$ cat config.mk
export PLATFORM = sky130hd
export DESIGN_NAME = mux_n_pipe_flat
export DESIGN_NICKNAME = d
export VERILOG_FILES = /design/src/rtl/mux_n_pipe_if.sv /design/src/rtl/mux_n_pipe.sv /design/src/flat_wrapper.sv
export SDC_FILE = /design/constraint.sdc
export NUM_CORES = 1
export LEC_CHECK = 0
export BUFFER_PORTS_ARGS = -buffer_cell sky130_fd_sc_hd__buf_4
export CAP_MARGIN = 20
export CELL_PAD_IN_SITES_DETAIL_PLACEMENT = 0
export CELL_PAD_IN_SITES_GLOBAL_PLACEMENT = 1
export CORE_MARGIN = 3
export CORE_UTILIZATION = 30
export DETAILED_ROUTE_END_ITERATION = 7
export PLACE_DENSITY_LB_ADDON = 0.1
export SLEW_MARGIN = 0
export SYNTH_ARGS = -nofsm -noshare
export SYNTH_HDL_FRONTEND = slang
export SYNTH_SLANG_ARGS = --single-unit
$ cat constraint.sdc
create_clock -name clk -period 3.6 [get_ports clk]
set_clock_uncertainty 0.2 [all_clocks]
set_input_delay 0 -clock clk [delete_from_list [all_inputs] [get_ports clk]]
set_output_delay 0 -clock clk [all_outputs]
set_load 0.1 [all_outputs]
$ cat src/rtl/mux_n_pipe_if.sv
// Handshake/data bundle for mux_n_pipe.
// The slave modport is the selector's view: channel data, requests, select,
// mode and downstream ready come in; per-channel ready and the registered
// output word go out. The master modport is the mirror used by whoever
// drives the channels and consumes the output.
interface mux_n_pipe_if #(
  parameter int W    = 8,
  parameter int N    = 4,
  parameter int SELW = 2
);
  logic [N*W-1:0]  din;
  logic [N-1:0]    din_valid;
  logic [N-1:0]    din_ready;
  logic [SELW-1:0] sel;
  logic            mode;
  logic [W-1:0]    dout;
  logic [SELW-1:0] dout_chan;
  logic            dout_valid;
  logic            dout_ready;

  modport slave (
    input  din, din_valid, sel, mode, dout_ready,
    output din_ready, dout, dout_chan, dout_valid
  );

  modport master (
    output din, din_valid, sel, mode, dout_ready,
    input  din_ready, dout, dout_chan, dout_valid
  );
endinterface

$ cat src/rtl/mux_n_pipe.sv
// mux_n_pipe: registered N-to-1 W-bit selector with valid/ready on every
// channel and on the output, backed by a one-entry output register.
// Selection is either explicit (sel) or round-robin among requesting
// channels starting at an internal pointer.
// Optional feature macro: MUX_N_PIPE_RR_EN. When undefined, mode is ignored
// (treated as explicit select) and the round-robin pointer does not exist.
module mux_n_pipe #(
  parameter int W    = 8,
  parameter int N    = 4,
  parameter int SELW = 2
) (
  input  logic         clk,
  input  logic         rst,
  mux_n_pipe_if.slave  bus
);

  // Output register and its next state.
  logic [W-1:0]    dout_q, dout_d;
  logic [SELW-1:0] chan_q, chan_d;
  logic            valid_q, valid_d;

  // Grant path.
  logic            accept;
  logic            mode_eff;
  logic            grant_valid;
  logic [SELW-1:0] grant;
  logic            xfer;

  // Explicit-select grant.
  logic [N-1:0]    sel_hit;
  logic            exp_valid;

  // Per-channel views.
  logic [W-1:0]    slice [N];
  logic [N-1:0]    hot;
  logic [N-1:0]    ready_vec;
  logic [W-1:0]    sel_data;

`ifdef MUX_N_PIPE_RR_EN
  logic [SELW-1:0] ptr_q, ptr_d;
  logic            rr_valid;
  logic [SELW-1:0] rr_grant;
`endif

  // The register can take a new word when empty or when the held word is
  // leaving this cycle; this lets load and drain overlap without a bubble.
  assign accept = !valid_q || bus.dout_ready;

`ifdef MUX_N_PIPE_RR_EN
  assign mode_eff = bus.mode;
`else
  assign mode_eff = 1'b0;
`endif

  // Per-channel decode: data slice, explicit-select hit, one-hot grant and
  // the resulting ready. A sel value at or beyond N matches no channel, so
  // it simply yields no grant.
  for (genvar gi = 0; gi < N; gi++) begin : g_ch
    assign slice[gi]     = bus.din[gi*W +: W];
    assign sel_hit[gi]   = (bus.sel == SELW'(gi)) && bus.din_valid[gi];
    assign hot[gi]       = grant_valid && (grant == SELW'(gi));
    assign ready_vec[gi] = hot[gi] && accept && !rst;
  end

  assign exp_valid = |sel_hit;

`ifdef MUX_N_PIPE_RR_EN
  // Round-robin scan: walk from ptr upward with wrap; scanning the offsets
  // from the far end back toward ptr lets the closest requester win last.
  always_comb begin
    int idx;
    rr_valid = 1'b0;
    rr_grant = '0;
    idx      = 0;
    for (int k = N - 1; k >= 0; k--) begin
      idx = (int'(ptr_q) + k) % N;
      if (bus.din_valid[idx]) begin
        rr_valid = 1'b1;
        rr_grant = SELW'(idx);
      end
    end
  end

  // Grant source chosen by mode; the mode change applies to this cycle's
  // evaluation only, nothing about it is latched.
  always_comb begin
    grant_valid = exp_valid;
    grant       = bus.sel;
    if (mode_eff) begin
      grant_valid = rr_valid;
      grant       = rr_grant;
    end
  end
`else
  // Explicit select only.
  always_comb begin
    grant_valid = exp_valid;
    grant       = bus.sel;
  end
`endif

  // Data mux as an AND-OR over the one-hot grant so an out-of-range grant
  // index can never address a nonexistent slice.
  always_comb begin
    sel_data = '0;
    for (int i = 0; i < N; i++) begin
      sel_data = sel_data | (slice[i] & {W{hot[i]}});
    end
  end

  // A grant is only ever issued to a requesting channel, so any ready bit
  // high means a transfer.
  assign xfer = |(ready_vec & bus.din_valid);

  // Output register next state: load on transfer, otherwise empty when the
  // consumer takes the word; data and channel hold their last values.
  always_comb begin
    dout_d  = dout_q;
    chan_d  = chan_q;
    valid_d = valid_q;
    if (xfer) begin
      dout_d  = sel_data;
      chan_d  = grant;
      valid_d = 1'b1;
    end else if (bus.dout_ready) begin
      valid_d = 1'b0;
    end
  end

  // Output register update; reset discards any held word.
  always_ff @(posedge clk) begin
    if (rst) begin
      dout_q  <= '0;
      chan_q  <= '0;
      valid_q <= 1'b0;
    end else begin
      dout_q  <= dout_d;
      chan_q  <= chan_d;
      valid_q <= valid_d;
    end
  end

`ifdef MUX_N_PIPE_RR_EN
  // Pointer advances past the winner only on a round-robin transfer, so an
  // explicit-select phase leaves the rotation where it was.
  always_comb begin
    ptr_d = ptr_q;
    if (xfer && mode_eff) begin
      ptr_d = (int'(grant) == N - 1) ? '0 : grant + SELW'(1);
    end
  end

  // Round-robin pointer register.
  always_ff @(posedge clk) begin
    if (rst) begin
      ptr_q <= '0;
    end else begin
      ptr_q <= ptr_d;
    end
  end
`endif

  assign bus.din_ready  = ready_vec;
  assign bus.dout       = dout_q;
  assign bus.dout_chan  = chan_q;
  assign bus.dout_valid = valid_q;

endmodule
$ cat src/flat_wrapper.sv
// flat-port wrapper written by rule: the top's interface ports become plain ports
module mux_n_pipe_flat 
#(
  parameter int W    = 8,
  parameter int N    = 4,
  parameter int SELW = 2
)
  (clk, rst, bus_din, bus_din_valid, bus_sel, bus_mode, bus_dout_ready, bus_din_ready, bus_dout, bus_dout_chan, bus_dout_valid);
  mux_n_pipe_if #(.W(W), .N(N), .SELW(SELW)) bus_i ();
  input  logic clk;
  input  logic rst;
  input wire logic [$bits(bus_i.din)-1:0] bus_din;
  input wire logic [$bits(bus_i.din_valid)-1:0] bus_din_valid;
  input wire logic [$bits(bus_i.sel)-1:0] bus_sel;
  input wire logic [$bits(bus_i.mode)-1:0] bus_mode;
  input wire logic [$bits(bus_i.dout_ready)-1:0] bus_dout_ready;
  output wire logic [$bits(bus_i.din_ready)-1:0] bus_din_ready;
  output wire logic [$bits(bus_i.dout)-1:0] bus_dout;
  output wire logic [$bits(bus_i.dout_chan)-1:0] bus_dout_chan;
  output wire logic [$bits(bus_i.dout_valid)-1:0] bus_dout_valid;
  assign bus_i.din = bus_din;
  assign bus_i.din_valid = bus_din_valid;
  assign bus_i.sel = bus_sel;
  assign bus_i.mode = bus_mode;
  assign bus_i.dout_ready = bus_dout_ready;
  assign bus_din_ready = bus_i.din_ready;
  assign bus_dout = bus_i.dout;
  assign bus_dout_chan = bus_i.dout_chan;
  assign bus_dout_valid = bus_i.dout_valid;
  mux_n_pipe #(.W(W), .N(N), .SELW(SELW)) u_core (.clk(clk), .rst(rst), .bus(bus_i));
endmodule
---- Word-level counts from Yosys, hierarchy flattened ----
Index checks and enable logic that the tools add are counted.
storage, ports and cells
  flip-flop bits (word level) ............. 11
  word-level logic and storage cells ...... 39
  bits of input ports ..................... 42
operators by class
  reductions and logical operators ........ 23
  equal/unequal tests ..................... 3
  bitwise logic cells ..................... 8
  multiplexer cells ....................... 2
operators by type and width
  operator                                                          count
  8-bit AND                                                         4
  8-bit bitwise OR                                                  3
  1-bit logical AND                                                 16
  4-bit OR reduction                                                2
  4-bit AND                                                         1
  2-bit == test (second input constant)                             2
  2-bit by 1-bit == test with 1-bit output (second input constant)  1
  1-bit logical NOT                                                 2
  2-bit logical NOT                                                 1
  1-bit 2-to-1 mux                                                  2
  2-bit nonzero test                                                1
  1-bit logical OR                                                  1

---- Logic depth before layout (Yosys ltp) ----
Gate-level depths: netlist of run 1.
  depth in word-level cells ............... 9
  gate-level depth with buffers ........... 6

---- Worst setup path before layout of run 1 ----
OpenSTA, ideal clock, no wires.
  path kind ............................... register -> output
  start point ............................. register u_core.valid_q (netlist: u_core.bus.dout_valid)
  end point ............................... output bus_din_ready[0]
  arrival time ............................ 3,483 ps
  cell stages (with the launch flop) ...... 4
  required time ........................... 3,400 ps
  path slack .............................. -83 ps
  buffers on the path ..................... 0
  path through ............................ dfxtp_1 -> nor2b_1 -> or3_1 -> nor3b_1
on the way
  cells in the longest elaborated chain, start to end .. 4
RTL lines
  item                            RTL line            text
  from (decl)                     mux_n_pipe.sv:20    logic valid_q, valid_d;
  from (signal assigned)          mux_n_pipe.sv:139   valid_q <= valid_d;
  1-bit logical NOT               mux_n_pipe.sv:47    assign accept = !valid_q || bus.dout_ready;
  1-bit logical OR                mux_n_pipe.sv:47
  1-bit logical AND (2 in a row)  mux_n_pipe.sv:62    assign ready_vec[gi] = hot[gi] && accept && !rst;
  to (decl)                       flat_wrapper.sv:17  output wire logic [$bits(bus_i.din_ready)-1:0] bus_din_ready;
No other way between the ends.

---- Final worst setup path of run 1 ----
  start point ............................. input bus_sel[0]
  end point ............................... register u_core.dout_q[4] (netlist: u_core.bus.dout[4])
on the way
  cells in the longest elaborated chain, start to end .. 8
  elaborated cells on any way between the ends .. 30
RTL lines
  item                                                                    RTL line                              text
  from (decl)                                                             flat_wrapper.sv:14                    input wire logic [$bits(bus_i.sel)-1:0] bus_sel;
  2-bit by 1-bit == test with 1-bit output, or another cell as far along  mux_n_pipe.sv:60, mux_n_pipe.sv:61
  1-bit logical AND                                                       mux_n_pipe.sv:60                      assign sel_hit[gi] = (bus.sel == SELW'(gi)) && bus.din_valid[gi];
  4-bit OR reduction                                                      mux_n_pipe.sv:65                      assign exp_valid = |sel_hit;
  1-bit logical AND                                                       mux_n_pipe.sv:61                      assign hot[gi] = grant_valid && (grant == SELW'(gi));
  8-bit AND or 1-bit logical AND (tied branches)                          mux_n_pipe.sv:107, mux_n_pipe.sv:62
  8-bit bitwise OR or 1-bit logical AND (tied branches)                   mux_n_pipe.sv:107, mux_n_pipe.sv:62
  8-bit bitwise OR or 4-bit AND (tied branches)                           mux_n_pipe.sv:107, mux_n_pipe.sv:113
  8-bit bitwise OR or 4-bit OR reduction (tied branches)                  mux_n_pipe.sv:107, mux_n_pipe.sv:113
  to (signal assigned)                                                    mux_n_pipe.sv:137                     dout_q <= dout_d;
  to (decl)                                                               mux_n_pipe.sv:18                      logic [W-1:0] dout_q, dout_d;
Several ways; a longest one is shown, not always the timed one.
A chain may end at the register's enable or synchronous reset.

==> results of run 1 <==
==> kinds of logic (layout without fill, tap and decap cells) <==
group,after synthesis,count (layout),synth area share (%)
muxes,2,2,3.70
DFF,11,11,25.1
buffers and inverters,13,74,7.98
and+or+nand+nor,55,55,29.1
AOI/OAI and AO/OA,38,38,34.2
==> metrics by stage <==
step                hold slack (ns)  cell area (sq um)
detailed placement            0.100               1270
CTS                         0.00428               1430
global placement             0.0951               1270
floorplan                    -0.131                883
global route                 0.0279               1430
finish                      0.00491               1430
==> cells in the mapped netlist, drive strengths merged <==
master and number:
nor2b 1, clkbuf 7, mux4 1, mux2i 1, o21ai 10, inv 1
and3 1, nand2 28, o211ai 16, a21oi 12, buf 5, nor3b 1
or3 1, nor2 3, nand3 18, dfxtp 11, nand2b 2
==> how the worst min path moves through the flow <==
stage	start	cells past startpoint	endpoint
after floorplan	rst	1	u_core.bus.dout_chan[1]
after CTS	bus_din[26]	5	u_core.bus.dout[2]
after detailed placement	rst	2	u_core.bus.dout[4]
final	bus_din[30]	5	u_core.bus.dout[6]
after global routing	bus_din[24]	5	u_core.bus.dout[0]
after global placement	rst	2	u_core.bus.dout[4]
==> what timing repair did <==
| item | CTS | global route |
|---|---|---|
| endpoints found under the hold margin | 11 | 0 |
| endpoints found under the setup margin | 0 | 0 |
| hold buffers | 14 | 0 |
==> tightest hold or removal path: cells and delay by family <==
kind | cells | cell delay [ns]
buffers and inverters | 1 | 0.10
AND/OR/NAND/NOR | 1 | 0.07
AO/OA/AOI/OAI | 3 | 0.26
==> sequential cells by signal (all words and copies together) (netlist names) <==
register	flops
u_core.bus.dout_chan	2
u_core.bus.dout	8
u_core.bus.dout_valid	1
==> area by class of cell <==
type | instances | area (sq um) | share of cell area (%)
Clock buffer | 4 | 26.3 | 1.83
Inverter | 1 | 3.75 | 0.262
Multi-Input combinational cell | 95 | 593 | 41.4
Sequential cell | 11 | 220 | 15.4
Tap cell | 30 | 37.5 | 2.62
Timing Repair Buffer | 69 | 553 | 38.6
==> power groups by stage <==
stage	clock [mW]	sequential [mW]	combinational, mW
2_1_floorplan	0	0.187	0.0714
3_3_place_gp	0	0.135	0.176
3_5_place_dp	0	0.136	0.177
4_1_cts	0.0852	0.133	0.190
5_1_grt	0.0907	0.134	0.202
6_report	0.0811	0.133	0.189
==> layer usage <==
metal / GRT usage (%) / wire, microns
met1: 18.2 / 1160
met4: 1.90 / 0
met3: 3.67 / 204
met2: 29.8 / 1360
met5: 0 / 0
==> out/qor.yml, run 1 <==
outcome: "completed"
p_comb_share_pct: 46.9
area_growth_pct: 63.2
grt_pass1_wl_mm: 4.38
syn_inst: 119
crit_end: "u_core.bus.dout[4]"
ys_ff_latch: 11
setup_slack_ns: 1.35
reg2reg_depth: 5
io_pins: 57
dp.cells: 192
p_leak_nw: 0.608
drc: 0
post-cts-setup-buffers: 0
synth_top_area_share_pct: 25.1
p_int_mw: 0.243
r2r_slack_ns: 1.74
grt_overflow_total: 0
r2r-start: "u_core.bus.dout_valid"
cts_buffers: 3
avgViaCountPerCell: 5.13
setup_viol: 0
path_clk_slew_ns: 0.07
nets: 223
fin_crit_sh_pct: 62.4
ant_nets: 0
grt_max_degree: 33
htreeDepth: 1
rows: 18
gp_congestion: 0.746
drive_gt1_share_pct: 43.3
synth_area_leaders: "dfxtp_1, nand2_1, o211ai_2, nand3_1, a21oi_2"
io_buffer_count: 55
swShare_pct: 39.7
min_period_ns: 2.25
crit_type: "primary input to register"
cts_root_buf: "clkbuf_4"
drv_slew: 0
fin_util_pct: 54.4
drt_iter0_drc: 39
yosys_warnings: 0
grt_pass1_vias: 1020
syn-num-nets: 161
crit_cells: 7
cp-end-kind: "register"
core_sq_mm: 0.00264
clockBufferDepth: 2
relSlewSlack_pct: 79.5
power_frac_clock_pct: 20.1
insertedDiodeCount: 0
first_pass_iters: 4
grt_usage_pct: 15.8
die_w_microns: 60.1
cp-startpoint: "bus_sel[0]"
layout_commonest_cell: "buf_4"
die_h_microns: 60.1
syn_area_sq_um: 878
cap_violations: 0
fin_cells: 210
n_fill_cell: 260
max_freq_ghz: 0.445
clk_latency_ns: 0.26
cp_top_family: "buffers and inverters"
r2r-end: "u_core.bus.dout[4]"
rsz0062_at_grt: "false"
cpPeakStageDelay_ns: 0.55
seq_area_frac_synth_pct: 25.1
clkSinkCount: 11
wire_per_inst_microns: 13.0
worstHoldPathType: "primary input to register"
tightest_slew_ns: 0.308
critPathLaunchType: "primary input"
p_sw_mw: 0.160
cp.arrival_ns: 2.20
num_vias: 1077
initial_core_util_pct: 33.3
avgSynthCellArea_sq_um: 7.38
cts_tree: "yes"
slowest_stage: "dlygate4sd3_1"
crit_chain: "dlygate4sd3_1 > buf_4 > mux4_2 > and3_4 > o211ai_2 > a21oi_2 > dlygate4sd3_1"
place_ws_ns: 2.00
antenna_found_initial: 0
synth_top_cell_by_area: "dfxtp_1"
mostFrequentLayoutCells: "buf_4, nand2_1, nand3_1"
hold_viol: 0
crit_top_cell: "dlygate4sd3_1"
crit_buf_inv: 3
finalPower_mw: 0.403
cp.required_ns: 3.55
die_area_sq_mm: 0.00361
critPathMaxFanout: 27
peakVddDrop_uv: 306
ys_types: 23
routed_wirelength_mm: 2.73
p_per_area_mw_per_mm2: 281
tns_ns: 0
seqPwrFrac_pct: 33.0
cts.repair.resized: 0
dp_hpwl_mm: 2.01
Note: power is estimated with default switching activity, not from simulation.
==> run 2, diff against run 1 <==
--- a/config.mk
+++ b/config.mk
@@ -10,7 +10,7 @@
 export CELL_PAD_IN_SITES_DETAIL_PLACEMENT = 0
 export CELL_PAD_IN_SITES_GLOBAL_PLACEMENT = 1
 export CORE_MARGIN = 3
-export CORE_UTILIZATION = 30
+export CORE_UTILIZATION = 27
 export DETAILED_ROUTE_END_ITERATION = 7
 export PLACE_DENSITY_LB_ADDON = 0.1
 export SLEW_MARGIN = 0
==> constraint.sdc (replaced) <==
create_clock -name clk -period 2.2 [get_ports clk]
set_clock_uncertainty 0.2 [all_clocks]
set_input_delay 0 -clock clk [delete_from_list [all_inputs] [get_ports clk]]
set_output_delay 0 -clock clk [all_outputs]
set_load 0.1 [all_outputs]
==> run 2 against run 1 <==
Sequential share of layout area decreased by 0.12 points. Largest cell class unchanged. Wire length increased by 0.48%. Clock power increased by 63%. Flip-flop and latch count unchanged. Non-clock buffer count decreased by 2. Combinational power increased by 63%. Final cell count increased by 5.7%. Worst setup slack got worse by 1.1 ns.
==> out/qor.yml, run 2 (synthesis results as in run 1) <==
relSlewSlack_pct: 79.4
min_path_cells: 5
hold_buffers: 12
fin_crit_sh_pct: 89.1
grt_pass1_wl_mm: 4.60
io_buffer_count: 55
grt_max_degree: 33
r2r_slack_ns: 0.31
p_leak_nw: 0.605
post_dp_cell_area_sq_mm: 0.00130
core_sq_mm: 0.00308
min_from: "bus_din[25]"
drv_slew: 0
clkSinkCount: 11
clk_latency_ns: 0.26
nets: 221
layout_commonest_cell: "buf_4"
cts_buffers: 3
initial_core_util_pct: 28.5
cts.repair.resized: 0
tns_ns: 0
setup_viol: 0
antenna_found_initial: 0
outcome: "completed"
first_pass_iters: 4
die_h_microns: 63.0
rsz0062_at_grt: "false"
gp_congestion: 0.719
dp.cells: 206
clockBufferDepth: 2
drc: 0
rows: 20
mostFrequentLayoutCells: "buf_4, nand2_1, nand3_1"
fin_cells: 222
peakVddDrop_uv: 121
tightest_slew_ns: 0.309
path_clk_slew_ns: 0.07
area_growth_pct: 64.5
cp.required_ns: 2.20
r2r-start: "u_core.bus.dout_valid"
die_w_microns: 63.0
grt_usage_pct: 14.3
p_comb_share_pct: 46.9
wire_per_inst_microns: 12.4
swShare_pct: 39.9
crit_type: "primary input to register"
ant_nets: 0
routed_wirelength_mm: 2.74
worstHoldPathType: "primary input to register"
p_int_mw: 0.395
post-cts-setup-buffers: 0
min_period_ns: 1.96
cp.arrival_ns: 1.96
drive_gt1_share_pct: 44.4
avgViaCountPerCell: 4.62
num_vias: 1025
critPathLaunchType: "primary input"
cap_violations: 0
n_fill_cell: 316
insertedDiodeCount: 0
grt_overflow_total: 0
holdPathEnd: "u_core.bus.dout[1]"
power_frac_clock_pct: 20.1
r2r-end: "u_core.bus.dout[0]"
drt_iter0_drc: 64
cts_tree: "yes"
grt_pass1_vias: 995
dp_hpwl_mm: 2.07
cp-end-kind: "register"
htreeDepth: 1
reg2reg_depth: 5
p_sw_mw: 0.263
cts_root_buf: "clkbuf_4"
critPathMaxFanout: 9
hold_viol: 0
p_per_area_mw_per_mm2: 455
largest_reg_flops: 8
seqPwrFrac_pct: 33.0
final_area_sq_mm: 0.00145
die_area_sq_mm: 0.00397
max_freq_ghz: 0.510
io_pins: 57
run 2: cell count changes in the layout (fill, tap and decap cells not counted), sizes merged:
cell / change
dlygate4sd3: -2
run 2: routing by layer:
metal | GRT usage (%) | part of all wire, %
met1 | 18.7 | 46
met2 | 22.5 | 47
met3 | 2.70 | 6.0
met4 | 6.61 | 0.95
met5 | 0 | 0
run 2: metrics by stage:
stage                     hold WS [ns]  util, %  worst slack [ns]  power (mW)
final                          0.00547     47.0             0.240       0.658
after global routing            0.0226     47.0             0.148       0.693
after CTS                      0.00250     47.0             0.277       0.665
after detailed placement        0.0965     42.2             0.595       0.515
after global placement          0.0925     42.2             0.605       0.513
after floorplan                 -0.131        -            -0.339       0.426
run 2: power groups by stage:
stage               clock (mW)  combinational, mW  sequential, mW
floorplan                    0              0.120           0.307
global placement             0              0.292           0.222
detailed placement           0              0.293           0.222
CTS                      0.137              0.311           0.217
global route             0.145              0.330           0.219
finish                   0.132              0.308           0.217
run 2: worst max path at each step:
stage	slack (ns)	cells after the start	endpoint	start
3_5_place_dp	0.59	5	u_core.bus.dout[4]	bus_sel[1]
5_1_grt	0.15	7	u_core.bus.dout[0]	bus_dout_ready
2_1_floorplan	-0.34	3	bus_din_ready[2]	u_core.bus.dout_valid
6_report	0.24	7	u_core.bus.dout[0]	bus_dout_ready
4_1_cts	0.28	7	u_core.bus.dout[0]	rst
3_3_place_gp	0.61	5	u_core.bus.dout[4]	bus_sel[1]
run 2: cell type report:
cell class,count,area (sq um),share of cell area [%]
Sequential cell,11,220,15.2
Multi-Input combinational cell,95,607,42.0
Clock buffer,4,26.3,1.82
Inverter,1,3.75,0.260
Timing Repair Buffer,67,533,36.9
Tap cell,44,55.1,3.81
run 2: critical path: stages:
cell and delay [ns]:
dlygate4sd3_1 0.53, buf_4 0.11, nand2b_1 0.19, and3_4 0.32
o211ai_2 0.12, a21oi_2 0.15, dlygate4sd3_1 0.55
==> run 3, diff against run 2 <==
--- a/config.mk
+++ b/config.mk
@@ -13,6 +13,7 @@
 export CORE_UTILIZATION = 27
 export DETAILED_ROUTE_END_ITERATION = 7
 export PLACE_DENSITY_LB_ADDON = 0.1
+export RECOVER_POWER = 50
 export SLEW_MARGIN = 0
 export SYNTH_ARGS = -nofsm -noshare
 export SYNTH_HDL_FRONTEND = slang
==> run 3 against run 2 <==
Worst setup slack better by 0.0045 ns. Sequential power about the same. Die area unchanged. Hold slack about the same. Non-clock buffer count unchanged. Register-to-register slack about the same. Maximum frequency up 0.23%. First-iteration DRC count down 3.1%. Critical endpoint unchanged.
==> out/qor.yml, run 3 (synthesis results as in run 1) <==
grt_pass1_vias: 995
drt_iter0_drc: 62
grt_usage_pct: 14.3
outcome: "completed"
min_period_ns: 1.96
routed_wirelength_mm: 2.75
critPathLaunchType: "primary input"
p_leak_nw: 0.559
crit_type: "primary input to register"
layout_commonest_cell: "buf_4"
cp-end-kind: "register"
tightest_slew_ns: 1.19
fin_crit_sh_pct: 88.9
finalHoldWorstSlack_ns: 0.00553
insertedDiodeCount: 0
io_buffer_count: 55
die_h_microns: 63.0
io_pins: 57
critPathMaxFanout: 9
wire_per_inst_microns: 12.4
die_w_microns: 63.0
post_dp_cell_area_sq_mm: 0.00130
setup_viol: 0
first_pass_iters: 4
area_growth_pct: 59.8
peakVddDrop_uv: 122
crit_end: "u_core.bus.dout[0]"
rsz0062_at_grt: "false"
rows: 20
grt_pass1_wl_mm: 4.60
grt_overflow_total: 0
antenna_found_initial: 0
r2r-start: "u_core.bus.dout_valid"
cp-startpoint: "bus_dout_ready"
final_area_sq_mm: 0.00140
core_sq_mm: 0.00308
relSlewSlack_pct: 21.0
cts_tree: "yes"
cts_buffers: 3
drv_slew: 0
cts.repair.resized: 0
drive_gt1_share_pct: 38.2
nets: 221
dp_hpwl_mm: 2.07
ant_nets: 0
largest_reg_flops: 8
cts_root_buf: "clkbuf_4"
cap_violations: 0
clockBufferDepth: 2
reg2reg_depth: 5
clkSinkCount: 11
num_vias: 1024
drc: 0
clk_latency_ns: 0.26
hold_viol: 0
gp_congestion: 0.719
avgViaCountPerCell: 4.61
cp.arrival_ns: 1.96
cp.required_ns: 2.20
r2r_slack_ns: 0.31
worstHoldPathType: "primary input to register"
p_per_area_mw_per_mm2: 461
post-cts-setup-buffers: 0
grt_max_degree: 33
htreeDepth: 1
r2r-end: "u_core.bus.dout[0]"
mostFrequentLayoutCells: "buf_4, nand2_1, nand3_1"
initial_core_util_pct: 28.5
path_clk_slew_ns: 0.07
die_area_sq_mm: 0.00397
max_freq_ghz: 0.511
[run 3: changes by cell type in the layout (fill, tap and decap cells not counted)]
cell      delta
clkbuf_1    +11
buf_4       -11
[run 3: repair_timing]
item	in CTS	in global routing
hold buffers	12	0
endpoints found under the hold margin	11	0
setup endpoints to repair	0	0
[run 3: worst min path at each step]
stage                start  cells past startpoint  slack [ns]                 endpoint
4_1_cts        bus_din[29]                      5       0.002       u_core.bus.dout[5]
5_1_grt        bus_din[28]                      5        0.02       u_core.bus.dout[4]
2_1_floorplan          rst                      1       -0.13  u_core.bus.dout_chan[1]
6_report       bus_din[25]                      5       0.006       u_core.bus.dout[1]
3_3_place_gp           rst                      2        0.09       u_core.bus.dout[3]
3_5_place_dp           rst                      2         0.1       u_core.bus.dout[6]
[run 3: metrics by stage]
step	setup TNS (ns)	power [mW]	cells	worst slack (ns)	utilization (%)
after global placement	0	0.513	206	0.605	42.2
after global routing	0	0.683	222	0.148	45.6
after CTS	0	0.665	222	0.277	47.0
after detailed placement	0	0.515	206	0.595	42.2
final	0	0.647	222	0.244	45.6
after floorplan	-0.880	0.426	119	-0.339	-
[run 3: worst max-delay path, stage by stage]
cell and delay, ns:
dlygate4sd3_1 0.53, buf_4 0.10, nand2b_1 0.19, and3_4 0.32, o211ai_2 0.12, a21oi_2 0.15
dlygate4sd3_1 0.55
[run 3: report_power, final]
part	switching [mW]	leakage [nW]	internal (mW)
logic	0.194	0.454	0.104
registers	0.00602	0.0899	0.211
clock network	0.0620	0.0150	0.0700
[run 3: routing by layer]
metal | up-vias | part of all wire, % | global-route usage [%] | routed length [microns]
met2 | 31 | 47 | 22.5 | 1280
met4 | 0 | 0.94 | 6.61 | 26
met5 | - | 0 | 0 | 0
li1 | 542 | - | - | -
met3 | 2 | 6.3 | 2.70 | 173
met1 | 449 | 46 | 18.7 | 1270
[run 3: cell type report]
type	instances	area [sq um]
Clock buffer	4	26.3
Fill cell	325	1670
Inverter	1	3.75
Multi-Input combinational cell	95	607
Sequential cell	11	220
Tap cell	44	55.1
Timing Repair Buffer	67	492
